File: config.mk
export PLATFORM = sky130hd
export DESIGN_NAME = node_sequencer
export DESIGN_NICKNAME = d
export VERILOG_FILES = /design/src/rtl/node_pkg.sv /design/src/rtl/node_sequencer_buffer.sv /design/src/rtl/node_sequencer.sv
export SDC_FILE = /design/constraint.sdc
export NUM_CORES = 1
export LEC_CHECK = 0
export CAP_MARGIN = 40
export CORE_MARGIN = 2
export CORE_UTILIZATION = 58
export DETAILED_ROUTE_END_ITERATION = 12
export PLACE_DENSITY = 0.92
export SKIP_LAST_GASP = 1
export SLEW_MARGIN = 20
export SYNTH_ARGS = -nofsm -noshare
export SYNTH_HDL_FRONTEND = slang
export SYNTH_SLANG_ARGS = --single-unit
File: constraint.sdc
create_clock -name i_clock -period 6.2 [get_ports i_clock]
set_input_delay 1.55 -clock i_clock [delete_from_list [all_inputs] [get_ports i_clock]]
set_output_delay 1.55 -clock i_clock [all_outputs]
set_load 0.02 [all_outputs]
File: src/rtl/node_pkg.sv
// node_pkg: shared widths, sample layout, sequencer states and the saturating subtract
package node_pkg;
  localparam int ARG_WIDTH = 8;
  localparam int VAL_WIDTH = 16;
  localparam int NODE_N = 2;
  typedef struct packed {
    logic [VAL_WIDTH-1:0] target;
    logic [NODE_N-1:0][ARG_WIDTH-1:0] argument;
  } sample_t;
  typedef enum logic [2:0] {S_IDLE, S_ARG, S_RES, S_ERR, S_PRP, S_REPORT, S_NEXT, S_DONE} state_t;
  function automatic logic [VAL_WIDTH-1:0] sat16(input logic [VAL_WIDTH-1:0] a, input logic [VAL_WIDTH-1:0] b);
    logic [VAL_WIDTH:0] d;
    d = {a[VAL_WIDTH-1], a} - {b[VAL_WIDTH-1], b};
    return (d[VAL_WIDTH] == d[VAL_WIDTH-1]) ? d[VAL_WIDTH-1:0] : {d[VAL_WIDTH], {(VAL_WIDTH-1){~d[VAL_WIDTH]}}};
  endfunction
endpackage

File: src/rtl/node_sequencer_buffer.sv
// sample_buffer: sample register file, one write port and two combinational read ports
module sample_buffer #(
  parameter int W = 32,
  parameter int DEPTH = 4,
  parameter int AW = 2
) (
  input  logic          i_clock,
  input  logic          i_we,
  input  logic [AW-1:0] i_waddr,
  input  logic [W-1:0]  i_wdata,
  input  logic [AW-1:0] i_raddr_a,
  output logic [W-1:0]  o_rdata_a,
  input  logic [AW-1:0] i_raddr_b,
  output logic [W-1:0]  o_rdata_b
);
  logic [W-1:0] r_mem [DEPTH];
  always_ff @(posedge i_clock)
    if (i_we) r_mem[i_waddr] <= i_wdata;
  assign o_rdata_a = r_mem[i_raddr_a];
  assign o_rdata_b = r_mem[i_raddr_b];
endmodule

File: src/rtl/node_sequencer.sv
// node_sequencer: loads a sample set and replays it through one node for training or validation
module node_sequencer
  import node_pkg::*;
#(
  parameter int N = 2,
  parameter int DEPTH = 4,
  parameter int EPOCHS = 25
) (
  input  logic                     i_clock,
  input  logic                     i_reset,
  input  logic                     i_clear,
  input  logic                     i_start,
  input  logic                     i_mode,
  output logic                     o_busy,
  output logic                     o_done,
  input  logic                     i_load_valid,
  output logic                     o_load_ready,
  input  logic [N*8+15:0]          i_load_data,
  output logic                     o_train,
  output logic                     o_argument_valid,
  input  logic                     i_argument_ready,
  output logic [N*8-1:0]           o_argument_data,
  input  logic                     i_result_valid,
  output logic                     o_result_ready,
  input  logic [VAL_WIDTH-1:0]     i_result_data,
  output logic                     o_error_valid,
  input  logic                     i_error_ready,
  output logic [VAL_WIDTH-1:0]     o_error_data,
  input  logic                     i_propagate_valid,
  output logic                     o_propagate_ready,
  input  logic [N*16-1:0]          i_propagate_data,
  output logic                     o_report_valid,
  input  logic                     i_report_ready,
  output logic [VAL_WIDTH-1:0]     o_report_data
);
  localparam int CW = $clog2(DEPTH + 1);
  localparam int EW = $clog2(EPOCHS + 1);
  localparam int AW = DEPTH > 1 ? $clog2(DEPTH) : 1;
  localparam int AB = N * ARG_WIDTH;
  localparam int SW = AB + VAL_WIDTH;
  state_t r_state, w_state_n;
  logic [CW-1:0] r_count, w_count_n, r_index, w_index_n;
  logic [EW-1:0] r_epoch, w_epoch_n;
  logic r_mode, w_mode_n, r_load_ready, w_load, w_unused;
  logic [VAL_WIDTH-1:0] r_err, w_err_n;
  logic [SW-1:0] w_rd_a, w_rd_b;
  logic w_busy_n, w_done_n, w_train_n, w_arg_valid_n, w_res_ready_n, w_err_valid_n, w_prp_ready_n, w_rep_valid_n, w_load_ready_n;
  logic [AB-1:0] w_arg_data_n;
  logic [VAL_WIDTH-1:0] w_err_data_n, w_rep_data_n;
  assign o_load_ready = r_load_ready && !i_clear;
  assign w_load = i_load_valid && o_load_ready;
  // propagate payload is intentionally dropped; only its handshake matters
  assign w_unused = ^{i_propagate_data, w_rd_a[AB-1:0], w_rd_b[SW-1 -: VAL_WIDTH]};
  sample_buffer #(.W(SW), .DEPTH(DEPTH), .AW(AW)) u_buf (
    .i_clock  (i_clock),
    .i_we     (w_load),
    .i_waddr  (r_count[AW-1:0]),
    .i_wdata  (i_load_data),
    .i_raddr_a(r_index[AW-1:0]),
    .o_rdata_a(w_rd_a),
    .i_raddr_b(w_index_n[AW-1:0]),
    .o_rdata_b(w_rd_b)
  );
  always_ff @(posedge i_clock or posedge i_reset)
    if (i_reset) begin
      r_state <= S_IDLE;
      r_count <= '0;
      r_index <= '0;
      r_epoch <= '0;
      r_mode <= 1'b0;
      r_err <= '0;
      r_load_ready <= 1'b0;
      o_busy <= 1'b0;
      o_done <= 1'b0;
      o_train <= 1'b0;
      o_argument_valid <= 1'b0;
      o_argument_data <= '0;
      o_result_ready <= 1'b0;
      o_error_valid <= 1'b0;
      o_error_data <= '0;
      o_propagate_ready <= 1'b0;
      o_report_valid <= 1'b0;
      o_report_data <= '0;
    end else begin
      r_state <= w_state_n;
      r_count <= w_count_n;
      r_index <= w_index_n;
      r_epoch <= w_epoch_n;
      r_mode <= w_mode_n;
      r_err <= w_err_n;
      r_load_ready <= w_load_ready_n;
      o_busy <= w_busy_n;
      o_done <= w_done_n;
      o_train <= w_train_n;
      o_argument_valid <= w_arg_valid_n;
      o_argument_data <= w_arg_data_n;
      o_result_ready <= w_res_ready_n;
      o_error_valid <= w_err_valid_n;
      o_error_data <= w_err_data_n;
      o_propagate_ready <= w_prp_ready_n;
      o_report_valid <= w_rep_valid_n;
      o_report_data <= w_rep_data_n;
    end
  always_comb begin
    w_state_n = r_state;
    w_count_n = r_count;
    w_index_n = r_index;
    w_epoch_n = r_epoch;
    w_mode_n = r_mode;
    w_err_n = r_err;
    case (r_state)
      S_IDLE: begin
        w_count_n = i_clear ? '0 : w_load ? r_count + 1'b1 : r_count;
        if (i_start && !i_clear) begin
          w_state_n = (w_count_n == '0) ? S_DONE : S_ARG;
          w_mode_n = i_mode;
          w_index_n = '0;
          w_epoch_n = '0;
        end
      end
      S_ARG: w_state_n = i_argument_ready ? S_RES : S_ARG;
      S_RES:
        if (i_result_valid) begin
          w_err_n = sat16(w_rd_a[SW-1 -: VAL_WIDTH], i_result_data);
          w_state_n = r_mode ? S_ERR : S_REPORT;
        end
      S_ERR: w_state_n = i_error_ready ? S_PRP : S_ERR;
      S_PRP: w_state_n = i_propagate_valid ? S_NEXT : S_PRP;
      S_REPORT: w_state_n = i_report_ready ? S_NEXT : S_REPORT;
      S_NEXT:
        if (r_index + 1'b1 < r_count) begin
          w_index_n = r_index + 1'b1;
          w_state_n = S_ARG;
        end else begin
          w_index_n = '0;
          w_state_n = (r_mode && r_epoch < EW'(EPOCHS - 1)) ? S_ARG : S_DONE;
          w_epoch_n = (w_state_n == S_ARG) ? r_epoch + 1'b1 : r_epoch;
        end
      default: w_state_n = S_IDLE;
    endcase
  end
  // outputs are decoded from the next state so they land in flops aligned with it
  always_comb begin
    w_busy_n = w_state_n != S_IDLE && w_state_n != S_DONE;
    w_done_n = w_state_n == S_DONE;
    w_train_n = w_busy_n && w_mode_n;
    w_arg_valid_n = w_state_n == S_ARG;
    w_arg_data_n = w_arg_valid_n ? w_rd_b[AB-1:0] : '0;
    w_res_ready_n = w_state_n == S_RES;
    w_err_valid_n = w_state_n == S_ERR;
    w_err_data_n = w_err_valid_n ? w_err_n : '0;
    w_prp_ready_n = w_state_n == S_PRP;
    w_rep_valid_n = w_state_n == S_REPORT;
    w_rep_data_n = w_rep_valid_n ? w_err_n : '0;
    w_load_ready_n = w_state_n == S_IDLE && w_count_n < CW'(DEPTH);
  end
endmodule

== Word level (Yosys, flattened, before mapping) ==
Memory sizes are Yosys's and may differ from the RTL's.
Index checks and enable logic that the tools add are counted.

* Register bits after elaboration: 88
* Bits in latches: 0
* RAM bits: 128
* Bits in read-only memories: 0
* Output and inout bits: 57
* Logic and storage cells: 92
* Memories: 1

{| class="wikitable"
|+ Memories
! memory !! words !! bits a word !! rd ports !! clocked after memory_dff !! wr ports !! line !! source
|-
| u_buf.r_mem || 4 || 32 || 2 || 0 || 1 || node_sequencer_buffer.sv:16 || <nowiki>logic [W-1:0] r_mem [DEPTH];</nowiki>
|}

* $add $sub $neg: 4
* Multipliers: 0
* Div/mod/pow operators: 0
* $lt $le $gt $ge: 3
* Eq/ne operators: 18
* Shift operators: 0
* Multiplexer cells: 31
* Bitwise operators: 1
* Reductions and logical operators: 15

{| class="wikitable"
|+ Operator list
! operator !! number
|-
| 2-to-1 mux 16 bit || 6
|-
| 2-to-1 mux 3 bit || 12
|-
| case mux 3 bit (7 select lines) || 1
|-
| equality test 3 bit, second input constant || 6
|-
| subtractor 16 x 16 -> 17 bit || 1
|-
| 2-to-1 mux 5 bit || 3
|-
| equality test 3 x 2 -> 1 bit, second input constant || 4
|-
| case mux 5 bit (2 select lines) || 1
|-
| equality test 3 x 1 -> 1 bit, second input constant || 3
|-
| logical NOT 3 bit || 3
|-
| logical AND 1 bit || 7
|-
| adder 3 x 1 -> 3 bit, second input constant || 2
|-
| 2-to-1 mux 2 bit || 3
|-
| != test 2 bit, second input constant || 3
|-
| case mux 3 bit (2 select lines) || 1
|-
| adder 5 x 1 -> 5 bit, second input constant || 1
|-
| < comparator 5 bit, second input constant || 1
|-
| 2-to-1 mux 1 bit || 4
|-
| AND reduction 4 bit || 1
|-
| < comparator 3 bit || 1
|-
| < comparator 3 bit, second input constant || 1
|-
| != test 3 bit, second input constant || 1
|-
| nonzero test 3 bit || 1
|-
| AND reduction 2 bit || 1
|-
| other kinds (4) || 4
|}

== Longest topological paths before layout ==
Gate-level depths: netlist of run 1.

* Depth in word-level cells: 12
* Gate-level depth with buffers: 13

== By module ==
Synthesis of run 1 repeated with hierarchy kept, for this count alone.

* Cells, all modules: 647
* Area total of the unflattened synthesis: 9942.0 µm²

{| class="wikitable"
|+ By module, submodules not included
! module !! times used !! cells each !! area each (µm²) !! sequential area each (µm²)
|-
| sample_buffer || 1 || 210 || 5504.0 || 3843.7
|-
| node_sequencer || 1 || 437 || 4438.0 || 2202.1
|}

== Worst setup path after synthesis of run 1 ==
Ideal clock, no wire load.

* Kind: input-to-reg
* Start point: in i_result_data[0]
* End point: reg o_report_data[2]
* Setup time: 131 ps
* Arrival: 3596 ps
* Slack: 2474 ps
* Stages: 10
* Path buffers: 0
* Cell sequence: ha_1 inv_1 fa_1 a211oi_2 o211ai_1 a221oi_2 a31o_4 a211oi_4 a221oi_2 nor2_1

* Longest elaborated chain between the ends: 6
* Elaborated cells between the ends (all ways): 7

{| class="wikitable"
|+ RTL lines
! item !! line !! source
|-
| start: declaration || node_sequencer.sv:25 || <nowiki>input logic [VAL_WIDTH-1:0] i_result_data,</nowiki>
|-
| subtractor 16 x 16 -> 17 bit (*) || node_pkg.sv:13 || <nowiki>d = {a[VAL_WIDTH-1], a} - {b[VAL_WIDTH-1], b};</nowiki>
|-
| equality test 1 bit or NOT 1 bit (tied branches) || node_pkg.sv:14 || <nowiki>return (d[VAL_WIDTH] == d[VAL_WIDTH-1]) ? d[VAL_WIDTH-1:0] : {d[VAL_WIDTH], {(VAL_WIDTH-1){~d[VAL_WIDTH]}}};</nowiki>
|-
| 2-to-1 mux 16 bit (*) || node_pkg.sv:14 ||
|-
| 2-to-1 mux 16 bit (*) || node_sequencer.sv:123 || <nowiki>if (i_result_valid) begin</nowiki>
|-
| 2-to-1 mux 16 bit (*) || node_sequencer.sv:111 || <nowiki>case (r_state)</nowiki>
|-
| 2-to-1 mux 16 bit (*) || node_sequencer.sv:154 || <nowiki>w_rep_data_n = w_rep_valid_n ? w_err_n : '0;</nowiki>
|-
| net w_rep_data_n[2] || node_sequencer.sv:49 || <nowiki>logic [VAL_WIDTH-1:0] w_err_data_n, w_rep_data_n;</nowiki>
|-
| end signal: assignment || node_sequencer.sv:102 || <nowiki>o_report_data <= w_rep_data_n;</nowiki>
|-
| end: declaration || node_sequencer.sv:34 || <nowiki>output logic [VAL_WIDTH-1:0] o_report_data</nowiki>
|}

Mark *: on every way through the listed nets, which the timed path passes. The rest lies on a longest branch.
A chain may end at the register's enable or synchronous reset.

== Worst setup path in the final report of run 1 ==
* Start point: in i_clear
* End point: out o_load_ready

* Longest elaborated chain between the ends: 2

{| class="wikitable"
|+ RTL lines
! item !! line !! source
|-
| start: declaration || node_sequencer.sv:11 || <nowiki>input logic i_clear,</nowiki>
|-
| logical NOT 1 bit || node_sequencer.sv:50 || <nowiki>assign o_load_ready = r_load_ready && !i_clear;</nowiki>
|-
| logical AND 1 bit || node_sequencer.sv:50 ||
|-
| end: declaration || node_sequencer.sv:17 || <nowiki>output logic o_load_ready,</nowiki>
|}

Every way passes these cells.

==> flow_summary.ini, run 1 <==
[global_routing]
grt_usage_pct = 24.2
antenna_found_initial = 0
gr-usage-met3_pct = 4.43
grt_pass1_vias = 6054
grt_pass1_wl_um = 31300
grtUsageMet1_pct = 29.3
met2_usage_pct = 43.9
grt.busiest_layer = met2
grt_max_degree = 51
grt_overflow_total = 0

[sta]
setup_tns_ns = 0
final_max_slew_viol_count = 0
worst_pin_slew_ns = 0.808
skew_ns = 0.00942
fin_crit_sh_pct = 71.2
finalHoldViolations = 0
setup_viol = 0
period_needed_ns = 4.42
max_freq_ghz = 0.226
slew_headroom_pct = 46.1
hold_ws_ns = 0.507
rsz0062_at_grt = no

[worst_setup_path]
end_kind = output pin
arrival_ns = 2.87
path_cells = clkdlybuf4s50_1, nor2b_1, clkdlybuf4s50_1
required_ns = 4.65
path_class = in2out
crit_family = buffers and inverters
slowest_delay_ns = 0.61
startpoint_type = input port
slowest_stage = clkdlybuf4s50_1
crit_top_cell = clkdlybuf4s50_1
crit_buf_inv = 2
crit_fanout = 6

[power_and_ir_drop]
p_switching_mw = 1.98
pwr-share-comb_pct = 41.6
leakage_nw = 4.36
powerDensity_nw_per_um2 = 481
p_int_mw = 3.49
peakVddDrop_uv = 333
seqPwrFrac_pct = 35.3
clkPwrFrac_pct = 23.1
p_sw_share_pct = 36.2

[final_layout]
area_growth_pct = 23.5
n_antenna_cell = 0
layout-drive-gt1-share_pct = 13.7
fin_util_pct = 72.4
nets = 890
stdcell_count = 1004

[floorplan]
dieArea_um2 = 16900
row_count = 46
die_w_um = 130
core_um2 = 15700
io_pins = 148
die_y_um = 130
start_util_pct = 58.6

[synthesis]
synth_async_sr_flop_share_pct = 40.7
synthCells = 646
synth-seq-area-share_pct = 65.6
ys_warn_count = 0
synth.largest_area_cell = edfxtp_1
synth_edf_count = 128
yosysMostFrequentCell = edfxtp_1
synth_top_flop_cell = edfxtp_1
synth_commonest_cells = edfxtp_1, dfrtp_1, nor2_1
yosysUniqueCellTypes = 65
yosysTopAreaCellShare_pct = 41.7
synthesis.area_um2 = 9210
synth.net_count = 762
avgSynthCellArea_um2 = 14.3
ys_ff_latch = 216
ys_top_cells_by_area = edfxtp_1, dfrtp_1, mux4_2

[drt]
drt-initial-drc-count = 429
ant_nets = 0
vias = 5831
via_per_inst = 5.81
wl_per_cell_um = 19.8
first_pass_iters = 5
wirelength_um = 19800
drc = 0

[place]
dp_hpwl_um = 13100
routabilityCongestion = 0.884
io_buffer_count = 115
dp.cells = 966

[cts]
root_buffer = clkbuf_16
cts_buffers = 21
clk_latency_ns = 0.50
cts.path.max_buffers = 3
clkTransAtPathRegs_ns = 0.06
cts_resized = 0
cts_htree_levels = 1
cts_hold_buf = 0
cts_tree = built
postCtsSetupBuffers = 0
cts_sinks = 216

[run_status]
status = completed

[worst_hold_path]
hold_class = reg2reg

[job]
drv_cap = 0
worst register-to-register path: stages, from the launching register on:
cell and delay [ns]:
dfrtp_1 0.55, buf_4 0.38, mux4_2 0.60, fa_1 0.47
a211oi_2 0.26, o211ai_1 0.15, a221oi_2 0.49, a31o_4 0.34
a211oi_4 0.13, a221oi_2 0.38, nor2_1 0.11
cell usage in the layout, fill, tap and decap left out, types with 3 or more instances in the layout:
cell type,instances
and2_1,6
a211oi_1,19
or3_1,5
a21o_1,3
mux2_2,16
xor2_1,7
nor3_1,21
clkbuf_16,24
xnor2_1,7
a21oi_2,8
buf_4,7
nand2_1,29
o211ai_1,6
a21oi_1,21
nand2b_1,10
inv_1,38
nor2b_1,8
nor2_1,60
and3_1,4
clkbuf_1,6
edfxtp_1,128
ha_1,24
mux4_2,16
clkinv_2,3
dfrtp_1,88
o21a_1,3
a221oi_2,6
nand3_1,12
o21ai_0,19
clkdlybuf4s50_1,115
mux2i_1,16
per-layer routing:
layer	vias to the layer above	share of wire (%)
met1	2924	39
met2	223	53
met5	-	0
met4	0	2.3
met3	36	6.3
li1	2648	-
per-stage QoR:
stage / cell area [um2] / setup WS, ns / total power, mW
floorplan: 9210 / 2.37 / 3.49
global placement: 10600 / 1.63 / 4.04
detailed placement: 10700 / 1.54 / 4.19
CTS: 11400 / 1.78 / 5.48
global route: 11400 / 1.75 / 5.76
finish: 11400 / 1.78 / 5.47
kinds of logic (layout without fill, tap and decap cells):
kind of cell / Yosys count / after routing / share of synthesized area, %
adders and majority gates: 25 / 25 / 3.48
muxes: 48 / 48 / 7.61
and+or+nand+nor: 165 / 165 / 8.50
DFF: 216 / 216 / 65.6
buffers and inverters: 60 / 202 / 2.77
xor gates and xnor gates: 14 / 14 / 1.33
AOI/OAI and AO/OA: 118 / 118 / 10.7
layout make-up:
class / count / area (um2)
Sequential cell: 216 / 6050
Fill cell: 961 / 4340
Multi-Input combinational cell: 370 / 2930
Timing Repair Buffer: 126 / 1290
Clock buffer: 30 / 623
Tap cell: 216 / 270
Inverter: 39 / 148
Clock inverter: 7 / 67.6
final timing paths:
check / from / cells past startpoint / slack, ns / endpoint
min in group asynchronous: i_reset / 2 / 1.28 / o_propagate_ready
max in group asynchronous: i_reset / 3 / 4.10 / o_report_data[4]
min reg2reg: r_err[5] / 2 / 0.51 / r_err[5]
max reg2reg: r_index[0] / 10 / 2.20 / o_report_data[4]
min: r_err[5] / 2 / 0.51 / r_err[5]
max: i_clear / 3 / 1.78 / o_load_ready
power groups by stage:
stage / Sequential (mW) / Clock [mW] / Combinational (mW)
2_1_floorplan: 2.07 / 0 / 1.42
3_3_place_gp: 1.94 / 0 / 2.10
3_5_place_dp: 1.95 / 0 / 2.24
4_1_cts: 1.93 / 1.28 / 2.27
5_1_grt: 1.95 / 1.35 / 2.46
6_report: 1.93 / 1.27 / 2.28
registers in the layout (all words and copies together), names as in the netlist, 3 cells and up:
| signal | flops |
|---|---|
| u_buf.r_mem | 128 |
| o_report_data | 16 |
| r_state | 3 |
| r_count | 3 |
| r_err | 16 |
| o_argument_data | 16 |
| o_error_data | 16 |
| r_index | 3 |
| r_epoch | 5 |
(Power assumes the default switching activity.)
==> run 2: changes to the inputs <==
--- a/config.mk
+++ b/config.mk
@@ -7,9 +7,9 @@
 export LEC_CHECK = 0
 export CAP_MARGIN = 40
 export CORE_MARGIN = 2
-export CORE_UTILIZATION = 58
+export CORE_UTILIZATION = 48
 export DETAILED_ROUTE_END_ITERATION = 12
-export PLACE_DENSITY = 0.92
+export PLACE_DENSITY = 0.82
 export SKIP_LAST_GASP = 1
 export SLEW_MARGIN = 20
 export SYNTH_ARGS = -nofsm -noshare
==> constraint.sdc (replaced) <==
create_clock -name i_clock -period 3.9 [get_ports i_clock]
set_input_delay 0.975 -clock i_clock [delete_from_list [all_inputs] [get_ports i_clock]]
set_output_delay 0.975 -clock i_clock [all_outputs]
set_load 0.02 [all_outputs]
==> flow_summary.ini, run 2 (same netlist as run 1, synthesis figures left out) <==
[run_status]
status = completed

[global_routing]
antenna_found_initial = 1
grt_max_degree = 51
grt_pass1_vias = 5619
gr-usage-met3_pct = 4.04
grt_overflow_total = 0
grt_pass1_wl_um = 28800
met2_usage_pct = 31.5
grt_usage_pct = 18.0
grt.busiest_layer = met2
grtUsageMet1_pct = 22.6

[worst_setup_path]
slowest_delay_ns = 0.58
startpoint_type = register
path_class = reg2reg
r2r-start = r_index[0]
crit_buf_inv = 1
r2r_end = o_report_data[2]
r2r_cells = 10
crit_fanout = 15
ff2ff_setup_slack_ns = 0.31
slowest_stage = a2111oi_1
required_ns = 4.28
path_cells = buf_4, mux4_2, ha_1, a21o_1, a2111oi_1, and2b_1, a31o_4, a211oi_4, a221oi_2, nor2_1
arrival_ns = 3.97
end_kind = register
crit_family = compound AO/OA/AOI/OAI gates

[floorplan]
row_count = 50
core_um2 = 18800
io_pins = 148
dieArea_um2 = 20300
start_util_pct = 49.1
die_y_um = 143
die_w_um = 143

[sta]
slew_headroom_pct = 52.8
setup_tns_ns = 0
final_max_slew_viol_count = 0
finalHoldViolations = 0
setup_viol = 0
period_needed_ns = 3.59
max_freq_ghz = 0.278
fin_crit_sh_pct = 92.1
skew_ns = 0.00963
rsz0062_at_grt = no
worst_pin_slew_ns = 0.708

[worst_hold_path]
min_path_cells = 2
hold_end = r_err[14]
hp-start = r_err[14]
hold_class = reg2reg

[cts]
cts_htree_levels = 1
root_buffer = clkbuf_16
clk_latency_ns = 0.52
cts_tree = built
cts.path.max_buffers = 3
clkTransAtPathRegs_ns = 0.06
cts_hold_buf = 0
postCtsSetupBuffers = 0
cts_sinks = 216
cts_resized = 0
cts_buffers = 23

[final_layout]
layout-drive-gt1-share_pct = 15.8
stdcell_area_um2 = 11600
final_common_cell = edfxtp_1
largest_register_ffs = 128
nets = 898
stdcell_count = 1034
multiInputGateArea_um2 = 2940
seq_area_um2 = 6050
fin_util_pct = 61.7
final_cell_mix = edfxtp_1, clkdlybuf4s50_1, dfrtp_1
regMostFlops = u_buf.r_mem
nFillCells = 1420
area_growth_pct = 25.8

[place]
dp.cells = 990
dp_hpwl_um = 12000
routabilityCongestion = 0.811
place_area_um2 = 10800
io_buffer_count = 115

[drt]
vias = 5595
first_pass_iters = 4
via_per_inst = 5.41
drt-initial-drc-count = 254
ant_nets = 0
wirelength_um = 18100
drc = 0
wl_per_cell_um = 17.5

[power_and_ir_drop]
powerDensity_nw_per_um2 = 765
p_int_mw = 5.73
peakVddDrop_uv = 502
p_sw_share_pct = 35.3
leakage_nw = 4.46
seqPwrFrac_pct = 34.1
clkPwrFrac_pct = 25.3
pwr-share-comb_pct = 40.6
p_switching_mw = 3.13

[job]
drv_cap = 0
run 2: layout make-up:
type,count,area share [%]
multi-input combinational,370,25.4
sequential,216,52.2
inverter,39,1.27
timing repair buffer,132,11.7
clock inverter,14,1.26
antenna,1,0.0216
tap,234,2.53
clock buffer,28,5.67
run 2: power groups by stage:
stage / Sequential [mW] / Clock (mW) / Combinational, mW
2_1_floorplan: 3.29 / 0 / 2.25
3_3_place_gp: 3.06 / 0 / 3.52
3_5_place_dp: 3.07 / 0 / 3.59
4_1_cts: 3.03 / 2.30 / 3.62
5_1_grt: 3.07 / 2.38 / 3.93
6_report: 3.03 / 2.24 / 3.60
run 2: per-stage QoR:
| stage | hold WS (ns) | worst slack (ns) | power, mW |
|---|---|---|---|
| floorplan | 0.462 | 0.266 | 5.54 |
| global placement | 0.480 | 0.0710 | 6.58 |
| detailed placement | 0.482 | 0.0175 | 6.66 |
| CTS | 0.505 | 0.272 | 8.95 |
| global route | 0.529 | 0.0460 | 9.38 |
| finish | 0.503 | 0.307 | 8.87 |
run 2: routing by layer:
layer	up-vias	share of wire [%]
li1	2659	-
met3	31	4.7
met1	2782	43
met4	0	2.3
met5	-	0
met2	123	50
run 2: worst max-delay path by stage:
stage               cells after the start             start               end  slack [ns]
global placement                       11  i_result_data[0]   o_error_data[5]        0.07
global route                           10        r_index[0]   o_error_data[4]        0.05
finish                                 10        r_index[0]  o_report_data[2]        0.31
CTS                                    10        r_index[0]   o_error_data[4]        0.27
floorplan                              11        r_index[0]  o_report_data[3]        0.27
detailed placement                     11  i_result_data[0]   o_error_data[3]        0.02
run 2: tightest hold or removal path: stages (launching register included):
cell     delay [ns]
dfrtp_1        0.35
a21oi_2        0.06
nand2_1        0.06
